$ cat config.mk
export PLATFORM = sky130hd
export DESIGN_NAME = nibble_serial_alu_seq_flat
export DESIGN_NICKNAME = d
export VERILOG_FILES = /design/src/rtl/nibble_serial_alu_seq_if.sv /design/src/rtl/nibble_serial_alu_seq.sv /design/src/flat_wrapper.sv
export SDC_FILE = /design/constraint.sdc
export NUM_CORES = 1
export LEC_CHECK = 0
export CAP_MARGIN = 20
export CORE_MARGIN = 2
export CORE_UTILIZATION = 35
export CTS_CLUSTER_DIAMETER = 120
export CTS_CLUSTER_SIZE = 10
export DETAILED_ROUTE_END_ITERATION = 16
export PLACE_DENSITY = 0.6
export SLEW_MARGIN = 20
export SYNTH_ARGS = -nofsm -noshare
export SYNTH_HDL_FRONTEND = slang
export SYNTH_SLANG_ARGS = --single-unit
$ cat constraint.sdc
create_clock -name clk -period 2.75 [get_ports clk]
set_clock_uncertainty 0.15 [all_clocks]
set_input_delay 0.825 -clock clk [delete_from_list [all_inputs] [get_ports clk]]
set_output_delay 0.825 -clock clk [all_outputs]
set_load 0.01 [all_outputs]
$ cat src/rtl/nibble_serial_alu_seq_if.sv
// Request/response bundle between a controller and the nibble-serial add/sub sequencer.
interface nibble_serial_alu_seq_if #(
    parameter int WIDTH = 16
);
    logic             start;
    logic             op_sub;
    logic [WIDTH-1:0] a;
    logic [WIDTH-1:0] b;
    logic             busy;
    logic             done;
    logic [WIDTH-1:0] result;
    logic             cout;
    logic             ovf;

    modport master (
        output start, op_sub, a, b,
        input  busy, done, result, cout, ovf
    );

    modport slave (
        input  start, op_sub, a, b,
        output busy, done, result, cout, ovf
    );
endinterface

$ cat src/rtl/nibble_serial_alu_seq.sv
// WIDTH-bit add/subtract computed one nibble per clock through a single shared 4-bit adder slice.
module fulladd4 (
    input  logic [3:0] a_i,
    input  logic [3:0] b_i,
    input  logic       c_i,
    output logic [3:0] s_o,
    output logic       c_o
);
    assign {c_o, s_o} = {1'b0, a_i} + {1'b0, b_i} + {4'b0000, c_i};
endmodule

module nibble_serial_alu_seq #(
    parameter int WIDTH = 16
) (
    input  logic                  clk,
    input  logic                  rst,
    nibble_serial_alu_seq_if.slave bus
);
    localparam int NIB = WIDTH / 4;
    localparam int SW  = (NIB > 1) ? $clog2(NIB) : 1;
    localparam logic [SW-1:0] LAST_STEP = SW'(NIB - 1);

    typedef enum logic [1:0] {S_IDLE, S_RUN, S_DONE} state_t;

    state_t           state_q, state_d;
    logic [WIDTH-1:0] a_q, b_q, result_q;
    logic [SW-1:0]    step_q;
    logic             carry_q, cout_q, ovf_q;
    logic [3:0]       sum_nib;
    logic             c_nib;
    logic             accept;
    logic             last_step;

    // Operands shift right each step, so the adder always sees the low nibble.
    fulladd4 u_add (
        .a_i (a_q[3:0]),
        .b_i (b_q[3:0]),
        .c_i (carry_q),
        .s_o (sum_nib),
        .c_o (c_nib)
    );

    assign accept    = (state_q == S_IDLE) && bus.start;
    assign last_step = (step_q == LAST_STEP);

    always_ff @(posedge clk or posedge rst) begin
        if (rst) begin
            state_q <= S_IDLE;
        end else begin
            state_q <= state_d;
        end
    end

    always_comb begin
        state_d = state_q;
        case (state_q)
            S_IDLE:  if (bus.start) state_d = S_RUN;
            S_RUN:   if (last_step) state_d = S_DONE;
            S_DONE:  state_d = S_IDLE;
            default: state_d = S_IDLE;
        endcase
    end

    // B is stored already inverted for subtract; the carry-in of 1 completes the two's complement.
    always_ff @(posedge clk or posedge rst) begin
        if (rst) begin
            a_q      <= '0;
            b_q      <= '0;
            result_q <= '0;
            step_q   <= '0;
            carry_q  <= 1'b0;
            cout_q   <= 1'b0;
            ovf_q    <= 1'b0;
        end else if (accept) begin
            a_q      <= bus.a;
            b_q      <= bus.op_sub ? ~bus.b : bus.b;
            result_q <= '0;
            step_q   <= '0;
            carry_q  <= bus.op_sub;
            cout_q   <= 1'b0;
            ovf_q    <= 1'b0;
        end else if (state_q == S_RUN) begin
            result_q[{step_q, 2'b00} +: 4] <= sum_nib;
            a_q     <= a_q >> 4;
            b_q     <= b_q >> 4;
            carry_q <= c_nib;
            step_q  <= step_q + 1'b1;
            if (last_step) begin
                cout_q <= c_nib;
                ovf_q  <= (a_q[3] == b_q[3]) && (sum_nib[3] != a_q[3]);
            end
        end
    end

    assign bus.busy   = (state_q != S_IDLE);
    assign bus.done   = (state_q == S_DONE);
    assign bus.result = result_q;
    assign bus.cout   = cout_q;
    assign bus.ovf    = ovf_q;
endmodule

$ cat src/flat_wrapper.sv
// flat-port wrapper written by rule: the top's interface ports become plain ports
module nibble_serial_alu_seq_flat 
#(
    parameter int WIDTH = 16
)
  (clk, rst, bus_start, bus_op_sub, bus_a, bus_b, bus_busy, bus_done, bus_result, bus_cout, bus_ovf);
  nibble_serial_alu_seq_if #(.WIDTH(WIDTH)) bus_i ();
  input  logic clk;
  input  logic rst;
  input wire logic [$bits(bus_i.start)-1:0] bus_start;
  input wire logic [$bits(bus_i.op_sub)-1:0] bus_op_sub;
  input wire logic [$bits(bus_i.a)-1:0] bus_a;
  input wire logic [$bits(bus_i.b)-1:0] bus_b;
  output wire logic [$bits(bus_i.busy)-1:0] bus_busy;
  output wire logic [$bits(bus_i.done)-1:0] bus_done;
  output wire logic [$bits(bus_i.result)-1:0] bus_result;
  output wire logic [$bits(bus_i.cout)-1:0] bus_cout;
  output wire logic [$bits(bus_i.ovf)-1:0] bus_ovf;
  assign bus_i.start = bus_start;
  assign bus_i.op_sub = bus_op_sub;
  assign bus_i.a = bus_a;
  assign bus_i.b = bus_b;
  assign bus_busy = bus_i.busy;
  assign bus_done = bus_i.done;
  assign bus_result = bus_i.result;
  assign bus_cout = bus_i.cout;
  assign bus_ovf = bus_i.ovf;
  nibble_serial_alu_seq #(.WIDTH(WIDTH)) u_core (.clk(clk), .rst(rst), .bus(bus_i));
endmodule
==> impl_results.md <==
* DIE AREA at between 8000 and 9000 sq um
* Post-CTS Setup Bufs at 0
* First-pass GRT wire length at between 10000 and 15000 um
* Synth Cell Area at between 2000 and 3000 sq um
* Global route overflow at 0
* Avg Inst Size Synth at ~10 sq um
* Critical Path, Cell by Cell: or2_2 -> clkdlybuf4s50_1
* CTS tree: built
* Tmin final at about 2.7 ns
* Clk root buf: clkbuf_8
* RSZ-0062 raised after global routing: false
* # port buffers at 55
* CTS max path bufs at 2
* Worst Setup End Kind: output port
* Routability cong. at between 0.7 and 0.8
* Routed WL at between 5000 and 6000 um
* Vias at around 2.2k
* All-Layer GR Usage at 0.145
* Final Hold Viols at 0
* Setup_tns at 0 ns
* # resized after CTS at 0
* Crit share post-route at 0.975
* Die Width at just over 90 um
* Buf/Inv on CP at 1
* Leakage at ~0.0016 uW
* Peak supply drop at 0.366 mV
* Worst-path clk slew at around 0.10 ns
* Delay-heaviest family, CP: flip-flops
* Setup violations, final at 0
* Synth unique cells at roughly 40
* P&R area growth vs syn at 28.1%
* Die height at between 90 and 100 um
* Fmax at roughly 0.37 GHz
* Pwr dens at around 1100 nW/um^2
* CTS buffer count at 5
* # IOs at between 50 and 60
* Vias in the first global route at roughly 2.1k
* Yosys warns at 0
* Critical Path Fanout Max at 12
* Mapped Cells at about 280
* Largest net degree at the start of global routing at 51
* Post-synth EDFFs at 0
* Layout filler cell count at ~760
* Worst hold path class: reg -> reg
* Rows at 32
* WP data required at ~1.8 ns
* Fraction of layout cells with a size suffix above 1 at 0.0765
* Count of pins over their slew limit at 0
* Critical path arrival at roughly 1.7 ns
* Pwr Total at 3850 uW
* Setup crit start kind: flip-flop
* # hold bufs at CTS at 0
* Clock Latency Late Sink at 0.31 ns
* N_diodes at 0
* Placed Instances at 421
* Reg area at roughly 1400 sq um
* Synth async-reset ratio at 1.00
* #FFs+latches synth at 55
* Avg WL per Cell at around 14 um
* Seq/Total Area, Yosys at 0.500
* Multi-input logic area at roughly 1300 sq um
* R2R Setup Slk at 0.62 ns
* Post-Layout Cell Count at between 400 and 500
* Initial DRC Count at between 100 and 150
* Most frequent cells in the layout: clkdlybuf4s50_1 (55), dfrtp_1 (55), nand2_1 (48)
* Initial Utilization at 0.358
* Clock Sinks at 55
* Remaining DRCs at 0
* Status: completed
* Initial antenna violation count at 0
* Mapped Nets at between 300 and 400
* Final ANT Viol Nets at 0
* Via/cell ratio at between 5 and 6
* Max-slew headroom at 0.586
* Final nets at around 370
* Core Area at just under 8000 sq um
* CP max stage delay at about 0.56 ns
* Post-DP HPWL at around 4100 um
* Kind of critical path: reg -> out
* Max_cap viols at 0
* Actual slew at the worst max-slew pin at ~0.62 ns
* Slowest cell on the critical path: dfrtp_1
* Ys flop type: dfrtp_1
* H-tree levels at 2
* First-pass DRT Iterations at 4
==> registers in the layout, indices dropped and copies added (netlist names) <==
| register | cells |
|---|---|
| u_core.state_q | 2 |
| u_core.a_q | 16 |
| u_core.bus.ovf | 1 |
| u_core.b_q | 16 |
| u_core.carry_q | 1 |
| u_core.step_q | 2 |
| u_core.bus.cout | 1 |
| u_core.bus.result | 16 |
==> worst paths after layout <==
path,startpoint,endpoint,cells after the start
setup / recovery,u_core.state_q[0],bus_busy,2
hold / removal,u_core.a_q[13],u_core.a_q[9],2
setup reg to reg,u_core.carry_q,u_core.carry_q,5
hold reg to reg,u_core.a_q[13],u_core.a_q[9],2
max in group asynchronous,rst,u_core.b_q[8],3
min in group asynchronous,rst,u_core.bus.result[10],2
==> metrics by stage <==
step	utilization	hold slack, ns	area [sq um]	setup WS (ns)
finish	0.459	0.346	3530	0.0691
CTS	0.459	0.347	3530	0.0690
global placement	0.444	0.321	3410	0.187
detailed placement	0.444	0.322	3410	0.149
global route	0.459	0.374	3530	0.00954
floorplan	-	0.312	2750	0.432
==> layout make-up <==
type | instances | share of cell area
Sequential cell | 55 | 0.390
Multi-Input combinational cell | 194 | 0.355
Timing Repair Buffer | 62 | 0.178
Tap cell | 102 | 0.0362
Clock buffer | 5 | 0.0195
Clock inverter | 3 | 0.0124
Inverter | 8 | 0.00852
==> per-layer routing <==
metal,GRT usage,up-vias,part of all wire
li1,-,1065,-
met1,0.211,1043,0.46
met2,0.224,65,0.48
met3,0.0277,4,0.051
met4,0.0368,0,0.0080
met5,0,-,0
==> worst register-to-register path: cells and delay by family (launching register included) <==
kind / cells / cell delay [ns]
adders and majority gates: 2 / 0.89
AOI/OAI and AO/OA: 3 / 0.56
DFF: 1 / 0.41
==> report_power, final <==
| group | switching [uW] | total, uW | internal (uW) |
|---|---|---|---|
| registers | 244 | 1400 | 1150 |
| logic | 1070 | 1910 | 848 |
| clock network | 267 | 539 | 272 |
| total | 1580 | 3850 | 2270 |
==> cell families after synthesis <==
| group | count (synthesis) | synth area share |
|---|---|---|
| buffers and inverters | 26 | 0.0464 |
| DFF | 55 | 0.500 |
| xor gates and xnor gates | 17 | 0.0541 |
| adders and majority gates | 9 | 0.0464 |
| and+or+nand+nor | 106 | 0.188 |
| AOI/OAI and AO/OA | 62 | 0.165 |
==> cell usage after synthesis (all sizes together) (2+ instances only) <==
cell / number / area, sq um
dfrtp: 55 / 1380
o31ai: 2 / 15.0
o2bb2ai: 5 / 43.8
a21oi: 6 / 33.8
nor3: 2 / 10.0
a22o: 8 / 70.1
or3: 2 / 12.5
and3: 2 / 12.5
nand2b: 2 / 12.5
a31oi: 12 / 75.1
a21o: 5 / 37.5
ha: 7 / 87.6
buf: 17 / 93.8
o21ai: 6 / 30.0
a22oi: 12 / 90.1
or2: 2 / 12.5
xnor2: 5 / 43.8
nand3b: 2 / 27.5
fa: 2 / 40.0
nor2: 14 / 52.6
inv: 8 / 30.0
o32ai: 3 / 33.8
nand3: 25 / 125
nand2: 48 / 180
xor2: 12 / 105
Note: power is estimated with default switching activity, not from simulation.
